<file path="config.mk">
export PLATFORM = sky130hd
export DESIGN_NAME = branch_ctrl_flat
export DESIGN_NICKNAME = d
export VERILOG_FILES = /design/src/rtl/branch_ctrl_pkg.sv /design/src/rtl/branch_ctrl_if.sv /design/src/rtl/br_sat_counter.sv /design/src/rtl/branch_ctrl.sv /design/src/flat_wrapper.sv
export SDC_FILE = /design/constraint.sdc
export NUM_CORES = 1
export LEC_CHECK = 0
export BUFFER_PORTS_ARGS = -buffer_cell sky130_fd_sc_hd__buf_2
export CAP_MARGIN = 0
export CORE_MARGIN = 4
export CORE_UTILIZATION = 52
export CTS_CLUSTER_DIAMETER = 120
export DETAILED_ROUTE_END_ITERATION = 8
export PLACE_DENSITY = 0.8
export SLEW_MARGIN = 0
export SYNTH_ARGS = -nofsm -noshare
export SYNTH_HDL_FRONTEND = slang
export SYNTH_SLANG_ARGS = --single-unit
export TNS_END_PERCENT = 10
</file>
<file path="constraint.sdc">
create_clock -name clk -period 3.1 [get_ports clk]
set_input_delay 0.155 -clock clk [delete_from_list [all_inputs] [get_ports clk]]
set_output_delay 0.155 -clock clk [all_outputs]
set_load 0.05 [all_outputs]
</file>
<file path="src/rtl/branch_ctrl_pkg.sv">
// Shared branch-controller definitions: cond ALU condition codes, FSM encodings,
// the latched operand record and the local resolution of the reserved codes.
package branch_ctrl_pkg;

  // Condition codes of the cond ALU; ALU_F / ALU_T are resolved locally.
  localparam logic [3:0] ALU_F   = 4'h0;
  localparam logic [3:0] ALU_EQ  = 4'h1;
  localparam logic [3:0] ALU_NE  = 4'h2;
  localparam logic [3:0] ALU_LT  = 4'h3;
  localparam logic [3:0] ALU_GE  = 4'h4;
  localparam logic [3:0] ALU_LTU = 4'h5;
  localparam logic [3:0] ALU_GEU = 4'h6;
  localparam logic [3:0] ALU_GTZ = 4'h7;
  localparam logic [3:0] ALU_LEZ = 4'h8;
  localparam logic [3:0] ALU_LTZ = 4'h9;
  localparam logic [3:0] ALU_GEZ = 4'hA;
  localparam logic [3:0] ALU_T   = 4'hF;

  localparam int BR_OFF_SHIFT = 2;

  typedef enum logic [1:0] {
    BR_IDLE     = 2'd0,
    BR_EVAL     = 2'd1,
    BR_REDIRECT = 2'd2,
    BR_FLUSH    = 2'd3
  } br_state_e;

  typedef struct packed {
    logic [3:0]  op;
    logic [31:0] opa;
    logic [31:0] opb;
  } br_cond_t;

  function automatic logic br_resolve(input logic [3:0] op, input logic z);
    if (op == ALU_F)      return 1'b0;
    else if (op == ALU_T) return 1'b1;
    else                  return z;
  endfunction

endpackage

</file>
<file path="src/rtl/branch_ctrl_if.sv">
// Decode -> branch controller request channel (valid/ready).
interface branch_ctrl_if #(parameter int PC_W = 32);
  logic            br_valid;
  logic            br_ready;
  logic [3:0]      br_op;
  logic [31:0]     br_opa;
  logic [31:0]     br_opb;
  logic [PC_W-1:0] br_pc;
  logic [PC_W-1:0] br_offset;

  modport master (
    output br_valid, br_op, br_opa, br_opb, br_pc, br_offset,
    input  br_ready
  );

  modport slave (
    input  br_valid, br_op, br_opa, br_opb, br_pc, br_offset,
    output br_ready
  );
endinterface

</file>
<file path="src/rtl/br_sat_counter.sv">
// Saturating up-counter with clear-over-increment priority.
module br_sat_counter #(
  parameter int CNT_W = 16
) (
  input  logic             clk,
  input  logic             rst,
  input  logic             inc,
  input  logic             clr,
  output logic [CNT_W-1:0] count
);

  always_ff @(posedge clk) begin
    if (rst)                      count <= '0;
    else if (clr)                 count <= '0;
    else if (inc && count != '1)  count <= count + CNT_W'(1);
  end

endmodule

</file>
<file path="src/rtl/branch_ctrl.sv">
// Branch resolution sequencer: latches a decode request, drives the external cond ALU
// for one cycle, then redirects fetch and holds flush for taken branches.
module branch_ctrl
  import branch_ctrl_pkg::*;
#(
  parameter int PC_W         = 32,
  parameter int FLUSH_CYCLES = 2,
  parameter int CNT_W        = 16
) (
  input  logic             clk,
  input  logic             rst,
  branch_ctrl_if.slave     br,
  input  logic             kill,
  output logic [31:0]      cond_opa,
  output logic [31:0]      cond_opb,
  output logic [3:0]       cond_op,
  input  logic             cond_z,
  output logic             redirect_valid,
  output logic [PC_W-1:0]  redirect_pc,
  input  logic             redirect_ready,
  output logic             flush,
  output logic             res_valid,
  output logic             res_taken,
  input  logic             ctr_clr,
  output logic [CNT_W-1:0] br_count,
  output logic [CNT_W-1:0] taken_count
);

  if (FLUSH_CYCLES < 1 || FLUSH_CYCLES > 15) begin : g_bad_flush
    $error("branch_ctrl: FLUSH_CYCLES must be in 1..15");
  end

  br_state_e       state_q, state_d;
  br_cond_t        cond_q;
  logic [PC_W-1:0] pc_q, off_q, target_q;
  logic [3:0]      fcnt_q;
  logic            nt_pend_q;
  logic            accept, taken, last_flush;

  assign accept      = br.br_valid && br.br_ready;
  assign taken       = br_resolve(cond_q.op, cond_z);
  assign last_flush  = (state_q == BR_FLUSH) && (fcnt_q == 4'd1);
  assign redirect_pc = target_q;

  always_ff @(posedge clk) begin
    if (rst) state_q <= BR_IDLE;
    else     state_q <= state_d;
  end

  always_comb begin
    state_d = state_q;
    if (kill && state_q != BR_IDLE) begin
      state_d = BR_IDLE;
    end else begin
      case (state_q)
        BR_IDLE:     if (accept) state_d = BR_EVAL;
        BR_EVAL:     state_d = taken ? BR_REDIRECT : BR_IDLE;
        BR_REDIRECT: if (redirect_ready) state_d = BR_FLUSH;
        BR_FLUSH:    if (last_flush) state_d = BR_IDLE;
        default:     state_d = BR_IDLE;
      endcase
    end
  end

  // Not-taken results retire the cycle after EVAL while already in IDLE, so
  // nt_pend_q holds off br_ready for that one cycle.
  always_ff @(posedge clk) begin
    if (rst) begin
      cond_q    <= '0;
      pc_q      <= '0;
      off_q     <= '0;
      target_q  <= '0;
      fcnt_q    <= '0;
      nt_pend_q <= 1'b0;
    end else begin
      if (state_q == BR_IDLE && accept) begin
        cond_q <= '{op: br.br_op, opa: br.br_opa, opb: br.br_opb};
        pc_q   <= br.br_pc;
        off_q  <= br.br_offset;
      end
      if (state_q == BR_EVAL)
        target_q <= pc_q + (off_q << BR_OFF_SHIFT);
      nt_pend_q <= (state_q == BR_EVAL) && !taken && !kill;
      if (state_q == BR_REDIRECT && redirect_ready)
        fcnt_q <= 4'(FLUSH_CYCLES);
      else if (state_q == BR_FLUSH && fcnt_q != 4'd0)
        fcnt_q <= fcnt_q - 4'd1;
    end
  end

  always_comb begin
    br.br_ready    = 1'b0;
    redirect_valid = 1'b0;
    flush          = 1'b0;
    res_valid      = nt_pend_q;
    res_taken      = 1'b0;
    cond_op        = '0;
    cond_opa       = '0;
    cond_opb       = '0;
    case (state_q)
      BR_IDLE:     br.br_ready = !nt_pend_q;
      BR_EVAL: begin
        cond_op  = cond_q.op;
        cond_opa = cond_q.opa;
        cond_opb = cond_q.opb;
      end
      BR_REDIRECT: redirect_valid = 1'b1;
      BR_FLUSH: begin
        flush = 1'b1;
        if (last_flush) begin
          res_valid = 1'b1;
          res_taken = 1'b1;
        end
      end
      default: ;
    endcase
  end

  br_sat_counter #(.CNT_W(CNT_W)) u_br_cnt (
    .clk   (clk),
    .rst   (rst),
    .inc   (res_valid),
    .clr   (ctr_clr),
    .count (br_count)
  );

  br_sat_counter #(.CNT_W(CNT_W)) u_taken_cnt (
    .clk   (clk),
    .rst   (rst),
    .inc   (res_valid && res_taken),
    .clr   (ctr_clr),
    .count (taken_count)
  );

endmodule

</file>
<file path="src/flat_wrapper.sv">
// flat-port wrapper written by rule: the top's interface ports become plain ports
module branch_ctrl_flat import branch_ctrl_pkg::*;
#(
  parameter int PC_W         = 32,
  parameter int FLUSH_CYCLES = 2,
  parameter int CNT_W        = 16
)
  (clk, rst, kill, cond_opa, cond_opb, cond_op, cond_z, redirect_valid, redirect_pc, redirect_ready, flush, res_valid, res_taken, ctr_clr, br_count, taken_count, br_br_valid, br_br_op, br_br_opa, br_br_opb, br_br_pc, br_br_offset, br_br_ready);
  branch_ctrl_if #(.PC_W(PC_W)) br_i ();
  input  logic clk;
  input  logic rst;
  input  logic kill;
  output logic [31:0] cond_opa;
  output logic [31:0] cond_opb;
  output logic [3:0] cond_op;
  input  logic cond_z;
  output logic redirect_valid;
  output logic [PC_W-1:0] redirect_pc;
  input  logic redirect_ready;
  output logic flush;
  output logic res_valid;
  output logic res_taken;
  input  logic ctr_clr;
  output logic [CNT_W-1:0] br_count;
  output logic [CNT_W-1:0] taken_count;
  input wire logic [$bits(br_i.br_valid)-1:0] br_br_valid;
  input wire logic [$bits(br_i.br_op)-1:0] br_br_op;
  input wire logic [$bits(br_i.br_opa)-1:0] br_br_opa;
  input wire logic [$bits(br_i.br_opb)-1:0] br_br_opb;
  input wire logic [$bits(br_i.br_pc)-1:0] br_br_pc;
  input wire logic [$bits(br_i.br_offset)-1:0] br_br_offset;
  output wire logic [$bits(br_i.br_ready)-1:0] br_br_ready;
  assign br_i.br_valid = br_br_valid;
  assign br_i.br_op = br_br_op;
  assign br_i.br_opa = br_br_opa;
  assign br_i.br_opb = br_br_opb;
  assign br_i.br_pc = br_br_pc;
  assign br_i.br_offset = br_br_offset;
  assign br_br_ready = br_i.br_ready;
  branch_ctrl #(.PC_W(PC_W), .FLUSH_CYCLES(FLUSH_CYCLES), .CNT_W(CNT_W)) u_core (.clk(clk), .rst(rst), .br(br_i), .kill(kill), .cond_opa(cond_opa), .cond_opb(cond_opb), .cond_op(cond_op), .cond_z(cond_z), .redirect_valid(redirect_valid), .redirect_pc(redirect_pc), .redirect_ready(redirect_ready), .flush(flush), .res_valid(res_valid), .res_taken(res_taken), .ctr_clr(ctr_clr), .br_count(br_count), .taken_count(taken_count));
endmodule
</file>
# Word level (Yosys, flattened, before mapping)
# Index checks and enable logic that the tools add are counted.
# Widths: inputs -> output; s select.
dict set report classes {
  bitwise 0
  multipliers 0
  magnitude_cmp 0
  n_reduce_logical 23
  shifts 0
  addsub 4
  n_eq_ne 10
  div 0
  mux 19
}
# operator count
set op_table {}
lappend op_table {{$mux 32} 2}
lappend op_table {{$add 16x1->16 const B} 2}
lappend op_table {{$add 32x32->32} 1}
lappend op_table {{$ne 16x16->1 const B} 2}
lappend op_table {{$mux 2} 6}
lappend op_table {{$logic_and 1x1->1} 11}
lappend op_table {{$mux 1} 9}
lappend op_table {{$pmux 2 s4} 1}
lappend op_table {{$reduce_or 2->1} 3}
lappend op_table {{$eq 2x2->1 const B} 2}
lappend op_table {{$eq 4x1->1 const B} 1}
lappend op_table {{$eq 4x4->1 const B} 1}
lappend op_table {{$logic_not 4->1} 1}
lappend op_table {{$mux 4} 1}
lappend op_table {{$ne 2x1->1 const B} 2}
lappend op_table {{$reduce_bool 2->1} 2}
lappend op_table {{$reduce_bool 4->1} 1}
lappend op_table {{$sub 4x1->4 const B} 1}
lappend op_table {{$logic_not 1->1} 3}
lappend op_table {{$reduce_and 3->1} 1}
lappend op_table {{$eq 2x1->1 const B} 1}
lappend op_table {{$logic_not 2->1} 1}
lappend op_table {{$ne 2x2->1 const B} 1}
dict set report totals {
  regBits 201
  ram_bits 0
  mem_count 0
  output_inout_bits 137
  elab_cells 68
  latch_bits 0
  input_bits 139
  romBits 0
}

# Longest topological paths before layout
# Gate-level depths: netlist (run 1).
dict set report logic_depth {
  ltp_word 6
  mapped_depth 11
  ltp_nobuf 11
}

# By module
# Synthesis (run 1) repeated with hierarchy kept, for this count alone.
dict set report unflattened {
  hier_cells 1258
  hier_area_um2 9853.2
}
# mod seq_area_each_um2 cells_per_inst n_inst area_each_um2
set modules_own_cells {}
lappend modules_own_cells {branch_ctrl 3383.2 1054 1 8018.9}
lappend modules_own_cells {br_sat_counter 320.3 102 2 917.1}

# Worst setup path after synthesis (run 1)
# Ideal clock, no wire load.
dict set report synth_timing {
  path_type {register to register}
  start {register (tool-made name)}
  end {register u_core.off_q[2]}
  stages_incl_launch_ff 8
  setup_time_ps 70
  n_path_buf 3
  period_less_slack_ps 2694
  setup_slack_ps 406
  t_arrival_ps 2624
  t_required_ps 3030
  path_cell_list {dfxtp_1 nor3_1 and2_1 clkbuf_1 clkbuf_1 clkbuf_1 nand2_1 a21oi_1}
}
# element line
set synth_lines {}
lappend synth_lines {{to (signal assigned)} branch_ctrl.sv:79} ;# off_q <= br.br_offset;
lappend synth_lines {{to (decl)} branch_ctrl.sv:35} ;# logic [PC_W-1:0] pc_q, off_q, target_q;

# Final worst setup path (run 1)
dict set report layout_timing {
  start {register u_core.off_q[0]}
  end {register u_core.target_q[26] (netlist: u_core.redirect_pc[26])}
}
dict set report layout_between {
  elab_chain_cells 1
}
# element line
set layout_lines {}
lappend layout_lines {{$add 32x32->32} branch_ctrl.sv:82} ;# target_q <= pc_q + (off_q << BR_OFF_SHIFT);
lappend layout_lines {{to (signal assigned)} branch_ctrl.sv:82}
lappend layout_lines {{to (decl)} branch_ctrl.sv:35}
# Every way passes these cells.
# A chain may end at the register's enable or synchronous reset.

==> flow_summary_export.csv, run 1 <==
group,metric,value,unit
status,outcome,"completed",
floorplanning,die_h,142,um
worst_setup_path,worstSetupPathType,"flip-flop to flip-flop",
synth,synth_area,9340,um2
worst_setup_path,startpoint_type,"flip-flop",
floorplanning,die-area,20200,um2
pwr,power_leakage,5.78,nW
flow_run,cap_violations,0,
clocking,clk_latency,510,ps
layout,syn2layout_area_growth,37.8,%
worst_setup_path,cp.depth,11,
grt,grt_max_degree,71,
timing,skew,17.0,ps
timing,setup_tns,0,ps
drt,viasPerCell,5.49,
worst_hold_path,hold_depth,4,
drt,num_vias,9973,
synth,synth_edf_count,0,
synth,syn_nets,1381,
clocking,cts-root-buf,"clkbuf_16",
clocking,ctsHoldBuffers,132,
grt,grt_pass1_wl,49.1,mm
timing,hold_violations,0,
clocking,cts-resized-gates,0,
floorplanning,io_pins,276,
layout,nNetsFinal,1748,
grt,grt_pass1_vias,10100,
placement,placed_cells,1644,
synth,ys_ff_latch,201,
worst_setup_path,cp.arrival,3280,ps
worst_setup_path,r2r_cells,11,
worst_hold_path,min-delay-path-class,"primary input to flip-flop",
worst_setup_path,crit_path_end_kind,"flip-flop",
worst_setup_path,path_max_fanout,3,
placement,dp_hpwl,18.5,mm
placement,placed_area,10800,um2
timing,layout_min_cycle_time,2830,ps
placement,io_buffer_count,273,
timing,max-slew-margin-rel,37.1,%
grt,track_usage,29.2,%
worst_hold_path,hp-start,"cond_z",
layout,final_area,12900,um2
floorplanning,start_util,53.4,%
drt,postRouteAntennaNets,0,
layout,final_common_cell,"nand2_1",
worst_setup_path,path_cells,"ha_1, inv_1, fa_1, nand2b_1, a21oi_1, nor3_1, or3b_4, a21oi_2, o21bai_1, a2111oi_2, a311o_1",
layout,drive_gt1_share,20.8,%
layout,final_cells,1818,
drt,drt_iter0_markers,799,
floorplanning,row_count,48,
placement,gp_congestion,0.900,
clocking,cts_sinks,201,
clocking,postCtsSetupBuffers,0,
layout,fin_util,73.6,%
drt,dr.pass1.iters,8,
drt,route.detailed.drc,0,
synth,synth_warnings,0,
worst_setup_path,critPathSlowestCell,"or3b_4",
drt,routedWlPerCell,16.7,um
timing,rsz0062_at_grt,"no",
worst_setup_path,cp.required,3540,ps
pwr,ir_worst_vdd,459,uV
worst_setup_path,r2r_start,"u_core.off_q[0]",
worst_setup_path,critPathMaxStageDelay,420,ps
timing,fin_crit_sh,91.4,%
floorplanning,core-area,17500,um2
timing,slew_viol_final,0,
grt,grt_overflow,0,
timing,max_freq,0.353,GHz
clocking,cts_made_buffers,22,
placement,dp_slack,324,ps
drt,totalWireLength,30.4,mm
synth,synth_cells,1208,
clocking,cts_tree,"yes",
layout,layout_common_cells,"nand2_1 (322), buf_2 (272), dfxtp_1 (201)",
grt,grt_antenna_before_repair,1,
clocking,htree_levels,1,
worst_setup_path,critical_path_buf_inv_count,1,
floorplanning,die_w,142,um
synth,seq_area_frac_synth,43.1,%
synth,synth_ff_type,"dfxtp_1",
synth,ys_types,53,
clocking,path_clk_slew,60,ps
timing,tightest_slew,944,ps
clocking,cts_max_path_buffers,3,
synth,ys_async_sr_fraction,0,%
worst_setup_path,crit_family,"compound AO/OA/AOI/OAI gates",
timing,fin_ws,267,ps
pwr,power.density,494,nW/um2
synth,avgSynthCellArea,7.73,um2
worst_setup_path,critPathLaunch,"u_core.off_q[0]",
timing,setup_viol,0,
[cells in the mapped netlist (8+ instances only)]
cell type,n,area share [%]
nand4_1,9,0.60
xor2_1,33,3.1
inv_1,15,0.60
a21oi_1,178,9.5
clkbuf_1,68,2.7
nor3_1,13,0.70
nand3_1,36,1.9
a31oi_1,8,0.54
o21ai_0,20,1.1
nor2_1,63,2.5
ha_1,33,4.4
nand2_1,323,13
xnor2_1,16,1.5
or3_1,8,0.54
a21o_1,10,0.80
and3_1,17,1.1
and2_1,75,5.0
dfxtp_1,201,43
[worst min-delay path: cells and delay by family]
kind / cells / cell delay (ps)
compound gates: 1 / 30
buf+inv: 1 / 90
simple gates: 2 / 250
[flip-flops by register name, indices dropped and copies added (netlist names), named ones only]
signal                    flops
u_core.cond_q                68
u_core.nt_pend_q              1
u_core.redirect_pc           32
u_core.state_q                1
u_core.pc_q                  32
u_core.u_taken_cnt.count     16
u_core.fcnt_q                 4
u_core.off_q                 30
u_core.u_br_cnt.count        16
[per-stage QoR]
stage / hold slack, ps / total power [W]
floorplan: 232 / 0.00340
finish: 81.9 / 0.00636
detailed placement: 355 / 0.00366
global route: 124 / 0.00660
CTS: 76.8 / 0.00635
global placement: 354 / 0.00364
[power breakdown]
group	total, W	internal (W)	switching [W]
registers	0.00279	0.00271	0.0000751
logic	0.000994	0.000383	0.000612
clock network	0.00258	0.00151	0.00107
[final cells by class]
type                            instances  area (um2)
Inverter                               15        56.3
Antenna cell                            4        10.0
Timing Repair Buffer                  414        2770
Multi-Input combinational cell        921        5010
Fill cell                            1248        4610
Clock buffer                           30         631
Clock inverter                          8        80.1
Sequential cell                       201        4020
Tap cell                              225         282
[final timing paths]
path                             to  slack [ps]
max          u_core.redirect_pc[26]         270
min                u_core.nt_pend_q          80
max reg2reg  u_core.redirect_pc[26]         270
min reg2reg       u_core.cond_q[45]         450
[cell families after synthesis]
family | count (synthesis) | share of synthesized area, %
simple gates | 568 | 27.4
compound gates | 267 | 16.5
flops | 201 | 43.1
buf+inv | 86 | 3.46
xor+xnor | 49 | 4.60
fa+ha+maj | 34 | 4.64
mux | 3 | 0.322
[per-layer routing]
| metal | track usage [%] | up-vias | routed length, um |
|---|---|---|---|
| met3 | 6.45 | 120 | 2140 |
| met1 | 34.8 | 4631 | 12100 |
| met4 | 14.5 | 0 | 1540 |
| met5 | 0 | - | 0 |
| li1 | - | 4787 | - |
| met2 | 49.6 | 435 | 14600 |
No activity file was read; power rests on OpenSTA's default activity.
==> run 2, diff against run 1 <==
- CORE_UTILIZATION: 52 -> 53
- PLACE_DENSITY: 0.8 -> 0.81
- SYNTH_HIERARCHICAL: unset -> 1
==> run 2 against run 1 <==
Sequential cell count stayed put; combinational power hardly changed; largest cell class unchanged; critical endpoint is now u_core/redirect_pc[24]; cell count is 2.4% higher; largest power group unchanged; utilization is 0.20 points lower; highest routed layer unchanged.
==> flow_summary_export.csv, run 2 <==
group,metric,value,unit
status,outcome,"completed",
worst_setup_path,crit_path_end_kind,"flip-flop",
floorplanning,die_w,144,um
worst_setup_path,cp.arrival,3050,ps
worst_hold_path,hold_depth,2,
layout,syn2layout_area_growth,35.2,%
grt,grt_pass1_vias,10200,
clocking,ctsHoldBuffers,132,
floorplanning,row_count,49,
timing,hold_violations,0,
drt,routedWlPerCell,16.6,um
synth,synth_edf_count,0,
drt,drt_iter0_markers,726,
synth,synth_ff_type,"dfxtp_1",
timing,fin_crit_sh,84.0,%
grt,use_met2,47.4,%
synth,yosys.area_share.simple,27.9,%
synth,synth_area,9850,um2
synth,synth_top_family_by_area,"simple AND/OR/NAND/NOR gates",
grt,grtUsageMet1,35.2,%
synth,yosys-mux-area-fraction,1.42,%
placement,gp_congestion,0.946,
timing,slew_viol_final,0,
worst_hold_path,hp-start,"rst",
floorplanning,start_util,54.3,%
synth,ys_ff_latch,201,
layout,nNetsFinal,1791,
floorplanning,io_pins,276,
synth,syn_nets,1431,
layout,drive_gt1_share,21.6,%
synth,ys_types,71,
floorplanning,core-area,18100,um2
pwr,ir_worst_vdd,419,uV
timing,rsz0062_at_grt,"no",
synth,netlist.area_leader.share,40.8,%
synth,synth_commonest_cells,"nand2_1 (336), dfxtp_1 (201), a21oi_1 (192), and2_1 (78), clkbuf_1 (58)",
synth,yosys.area.top_type,"dfxtp_1",
layout,final_area,13300,um2
layout,fillers,1287,
clocking,postCtsSetupBuffers,0,
worst_setup_path,r2r_cells,10,
worst_setup_path,startpoint_type,"flip-flop",
placement,dp_slack,521,ps
drt,dr.pass1.iters,6,
grt,grt_antenna_before_repair,0,
clocking,cts_tree,"yes",
synth,ys_async_sr_fraction,0,%
clocking,cts_sinks,201,
layout,final_common_cell,"nand2_1",
grt,track_usage,28.2,%
placement,io_buffer_count,273,
placement,dp_hpwl,19.4,mm
flow_run,cap_violations,0,
grt,grt_max_degree,93,
worst_setup_path,path_cells,"ha_1, inv_1, fa_1, nand2b_1, a21oi_1, o21ai_2, a2111oi_2, nor3_1, or4_1, nand3_1",
worst_setup_path,r2r_end,"u_core/redirect_pc[24]",
clocking,path_clk_slew,60,ps
worst_hold_path,min-delay-path-class,"primary input to flip-flop",
timing,fin_ws,495,ps
timing,tightest_slew,889,ps
grt,grt_overflow,0,
synth,synth_fa_ha_area_share,4.39,%
timing,skew,14.3,ps
synth,synth.most_common_cell,"nand2_1",
timing,setup_viol,0,
floorplanning,die-area,20800,um2
layout,diodes,0,
grt,grt_busiest_layer,"met2",
floorplanning,die_h,144,um
worst_setup_path,cp.required,3550,ps
placement,placed_area,11300,um2
drt,postRouteAntennaNets,0,
worst_setup_path,crit_family,"compound AO/OA/AOI/OAI gates",
drt,viasPerCell,5.61,
synth,seq_area_frac_synth,40.8,%
worst_setup_path,r2r_start,"u_core/pc_q[2]",
drt,totalWireLength,31.0,mm
synth,synth_warnings,6,
pwr,power.density,476,nW/um2
drt,route.detailed.drc,0,
grt,grt_pass1_wl,49.0,mm
synth,avgSynthCellArea,7.83,um2
layout,largest_register_ffs,68,
grt,use_met3,4.60,%
worst_setup_path,r2r_slack,490,ps
worst_setup_path,path_max_fanout,5,
drt,num_vias,10400,
timing,max_freq,0.384,GHz
clocking,clk_latency,500,ps
worst_setup_path,critPathMaxStageDelay,420,ps
timing,max-slew-margin-rel,40.5,%
synth,synth_compound_area_share,19.8,%
timing,layout_min_cycle_time,2610,ps
clocking,htree_levels,1,
pwr,power_leakage,5.89,nW
synth,synth_cells,1258,
worst_setup_path,critPathSlowestCell,"a2111oi_2",
worst_setup_path,worstSetupPathType,"flip-flop to flip-flop",
layout,largest-register,"u_core/cond_q",
worst_setup_path,critical_path_buf_inv_count,1,
pwr,power,0.00634,W
synth,synth_xor_xnor_area_share,1.33,%
clocking,cts-resized-gates,0,
clocking,cts_max_path_buffers,3,
layout,layout_common_cells,"nand2_1 (335), buf_2 (272), dfxtp_1 (201)",
clocking,cts-root-buf,"clkbuf_16",
timing,setup_tns,0,ps
synth,yosys-top-cells-area,"dfxtp_1 (41%), nand2_1 (13%), a21oi_1 (9.8%)",
worst_hold_path,hold_end,"u_core/cond_q[13]",
clocking,cts_made_buffers,22,
run 2: cell count changes in the layout (fill, tap and decap cells not counted), moves of 13 or more:
cell	delta
nor2_1	-34
nand2_1	+13
xor2_1	-26
a21oi_1	+14
nand3_1	-14
run 2: cell families after synthesis:
kind of cell / Yosys count
flip-flops: 201
multiplexers: 14
adder cells (fa/ha/maj): 34
XOR/XNOR: 15
AND/OR/NAND/NOR: 574
buffers and inverters: 96
AO/OA/AOI/OAI: 324
run 2: layout make-up:
type,count,area [um2],area share (%)
Multi-Input combinational cell,961,5420,40.7
Sequential cell,201,4020,30.2
Timing Repair Buffer,416,2810,21.1
Clock buffer,34,687,5.16
Tap cell,229,287,2.15
Inverter,16,60.1,0.451
Clock inverter,4,26.3,0.197
run 2: worst max path at each step:
stage / endpoint / cells past startpoint / startpoint / slack, ps
2_1_floorplan: u_core/u_br_cnt/count[12] / 8 / u_core/state_q[0] / 320
3_3_place_gp: u_core/redirect_pc[24] / 10 / u_core/pc_q[2] / 550
3_5_place_dp: u_core/redirect_pc[24] / 10 / u_core/off_q[0] / 520
4_1_cts: u_core/redirect_pc[24] / 10 / u_core/off_q[0] / 510
5_1_grt: u_core/redirect_pc[24] / 10 / u_core/pc_q[2] / 280
6_report: u_core/redirect_pc[24] / 10 / u_core/pc_q[2] / 490
run 2: per-stage QoR:
| step | cells | hold slack [ps] | util [%] |
|---|---|---|---|
| 2_1_floorplan | 1258 | 234 | - |
| 3_3_place_gp | 1691 | 368 | 62.2 |
| 3_5_place_dp | 1691 | 376 | 62.2 |
| 4_1_cts | 1861 | 96.3 | 73.4 |
| 5_1_grt | 1861 | 135 | 73.4 |
| 6_report | 1861 | 92.8 | 73.4 |
run 2: power by group:
group	internal, W	switching, W	total [W]	leakage [nW]
Clock	0.00152	0.00104	0.00256	0.356
Sequential	0.00271	0.0000713	0.00278	1.64
Combinational	0.000394	0.000612	0.00101	3.90
Total	0.00463	0.00172	0.00634	5.89
run 2: per-layer routing:
| metal | wire length, um | up-vias |
|---|---|---|
| li1 | - | 5058 |
| met1 | 12500 | 4830 |
| met2 | 15100 | 435 |
| met3 | 2040 | 112 |
| met4 | 1350 | 0 |
| met5 | 0 | - |
run 2: worst register-to-register path, stage by stage, from the launching register on:
cell and delay, ps:
dfxtp_1 340, ha_1 180, inv_1 60, fa_1 370
nand2b_1 190, a21oi_1 240, o21ai_2 170, a2111oi_2 420
nor3_1 100, or4_1 410, nand3_1 80
==> run 3, diff against run 2 <==
- clock period: 3.1 -> 2.7 ns (I/O delays scaled with it)
==> run 3 against run 2 <==
Register-to-register slack worse by 360 ps; fmax up 1.8%; routed wire length up 2.1%; clock skew down 3.6 ps; power up 13%; hold slack better by 23 ps; critical endpoint is now u_core/redirect_pc[18].
==> flow_summary_export.csv, run 3 (synthesis gave the netlist of run 2 again) <==
group,metric,value,unit
worst_setup_path,worstSetupPathType,"flip-flop to flip-flop",
layout,final_area,13300,um2
pwr,power_leakage,5.86,nW
clocking,htree_levels,1,
placement,dp_slack,92.0,ps
timing,max_freq,0.391,GHz
drt,totalWireLength,31.6,mm
floorplanning,start_util,54.3,%
pwr,power.density,538,nW/um2
worst_setup_path,cp.required,3120,ps
worst_setup_path,crit_path_end_kind,"flip-flop",
layout,largest-register,"u_core/cond_q",
drt,viasPerCell,5.70,
pwr,p_int,0.00518,W
layout,largest_register_ffs,68,
worst_setup_path,critPathMaxStageDelay,370,ps
floorplanning,io_pins,276,
layout,final_common_cell,"nand2_1",
timing,skew,10.8,ps
grt,grt_max_degree,102,
floorplanning,row_count,49,
placement,placed_area,11300,um2
layout,diodes,0,
drt,routedWlPerCell,17.0,um
placement,io_buffer_count,273,
worst_setup_path,path_max_fanout,5,
clocking,cts_tree,"yes",
status,outcome,"completed",
grt,grt_overflow,0,
placement,gp_congestion,0.918,
grt,grt_pass1_vias,10300,
layout,nNetsFinal,1794,
pwr,p_seq_share,44.7,%
clocking,clk_latency,500,ps
clocking,cts-root-buf,"clkbuf_16",
layout,syn2layout_area_growth,34.8,%
pwr,p_sw_share,27.5,%
floorplanning,core-area,18100,um2
timing,slew_viol_final,0,
timing,setup_viol,0,
drt,num_vias,10600,
drt,drt_iter0_markers,727,
drt,postRouteAntennaNets,0,
timing,layout_min_cycle_time,2560,ps
timing,fin_crit_sh,94.8,%
timing,tightest_slew,1100,ps
timing,max-slew-margin-rel,26.4,%
pwr,switching_power,0.00197,W
worst_setup_path,cp.arrival,2980,ps
floorplanning,die-area,20800,um2
grt,track_usage,28.8,%
flow_run,cap_violations,0,
clocking,cts_made_buffers,23,
timing,hold_violations,0,
clocking,path_clk_slew,60,ps
drt,dr.pass1.iters,7,
floorplanning,die_w,144,um
layout,drive_gt1_share,21.7,%
pwr,power.share.clock,39.1,%
pwr,ir_worst_vdd,505,uV
layout,final_cells,1857,
clocking,cts_max_path_buffers,3,
pwr,pwr-share-comb,16.3,%
grt,grt_antenna_before_repair,0,
layout,layout_common_cells,"nand2_1 (335), buf_2 (272), dfxtp_1 (201)",
worst_setup_path,critPathSlowestCell,"fa_1",
grt,grt_pass1_wl,49.8,mm
worst_setup_path,path_cells,"ha_1, inv_1, fa_1, nand2b_1, a21oi_2, o21ai_2, a31o_4, o21a_1, or3_1, a31oi_1",
floorplanning,die_h,144,um
placement,placed_cells,1693,
timing,hold_ws,116,ps
worst_hold_path,min-delay-path-class,"primary input to flip-flop",
timing,fin_ws,140,ps
placement,dp_hpwl,19.3,mm
layout,fillers,1289,
layout,fin_util,73.2,%
timing,rsz0062_at_grt,"yes",
worst_setup_path,startpoint_type,"flip-flop",
drt,route.detailed.drc,0,
clocking,cts_sinks,201,
run 3: final timing paths:
kind,cells past startpoint,to,from,slack (ps)
setup / recovery,10,u_core/redirect_pc[18],u_core/pc_q[2],140
hold / removal,2,u_core/pc_q[25],rst,120
hold reg to reg,2,u_core/cond_q[49],u_core/cond_q[49],450
setup reg to reg,10,u_core/redirect_pc[18],u_core/pc_q[2],140
run 3: metal layers:
layer  track usage [%]  vias up  part of all wire [%]
met5                 0        -                     0
li1                  -     5050                     -
met3              5.82      115                   7.2
met1              35.8     4948                    39
met2              48.2      477                    49
met4              13.0        0                   4.0
run 3: final cells by class:
type                    instances  area [um2]  share of cell area [%]
clock inverters                 3        22.5                   0.170
multi-input cells             961        5450                    41.0
clock buffers                  29         628                    4.73
repair buffers                418        2820                    21.2
well taps                     229         287                    2.16
inverters                      16        60.1                   0.452
flip-flops and latches        201        4020                    30.3
run 3: what timing repair did:
action                                  CTS  global route
hold endpoints to repair                134             0
endpoints found under the setup margin    0             5
setup buffers                             0             0
gates resized for setup                   0             4
hold buffers                            132             0
run 3: through the flow:
step / power, W / setup TNS [ps]
2_1_floorplan: 0.00391 / 0
3_3_place_gp: 0.00420 / 0
3_5_place_dp: 0.00422 / 0
4_1_cts: 0.00715 / 0
5_1_grt: 0.00742 / -85.4
6_report: 0.00715 / 0
run 3: worst max-delay path, delay by kind of cell, from the launching register on:
family / cells / cell delay, ps
buf+inv: 1 / 60
fa+ha+maj: 2 / 550
compound gates: 5 / 1010
flops: 1 / 340
simple gates: 2 / 520
run 3: power by group through the flow:
stage,Clock (W),Combinational (W),Sequential (W)
global route,0.00295,0.00127,0.00321
CTS,0.00283,0.00112,0.00319
detailed placement,0,0.000970,0.00325
floorplan,0,0.000605,0.00331
global placement,0,0.000954,0.00325
finish,0.00280,0.00116,0.00320
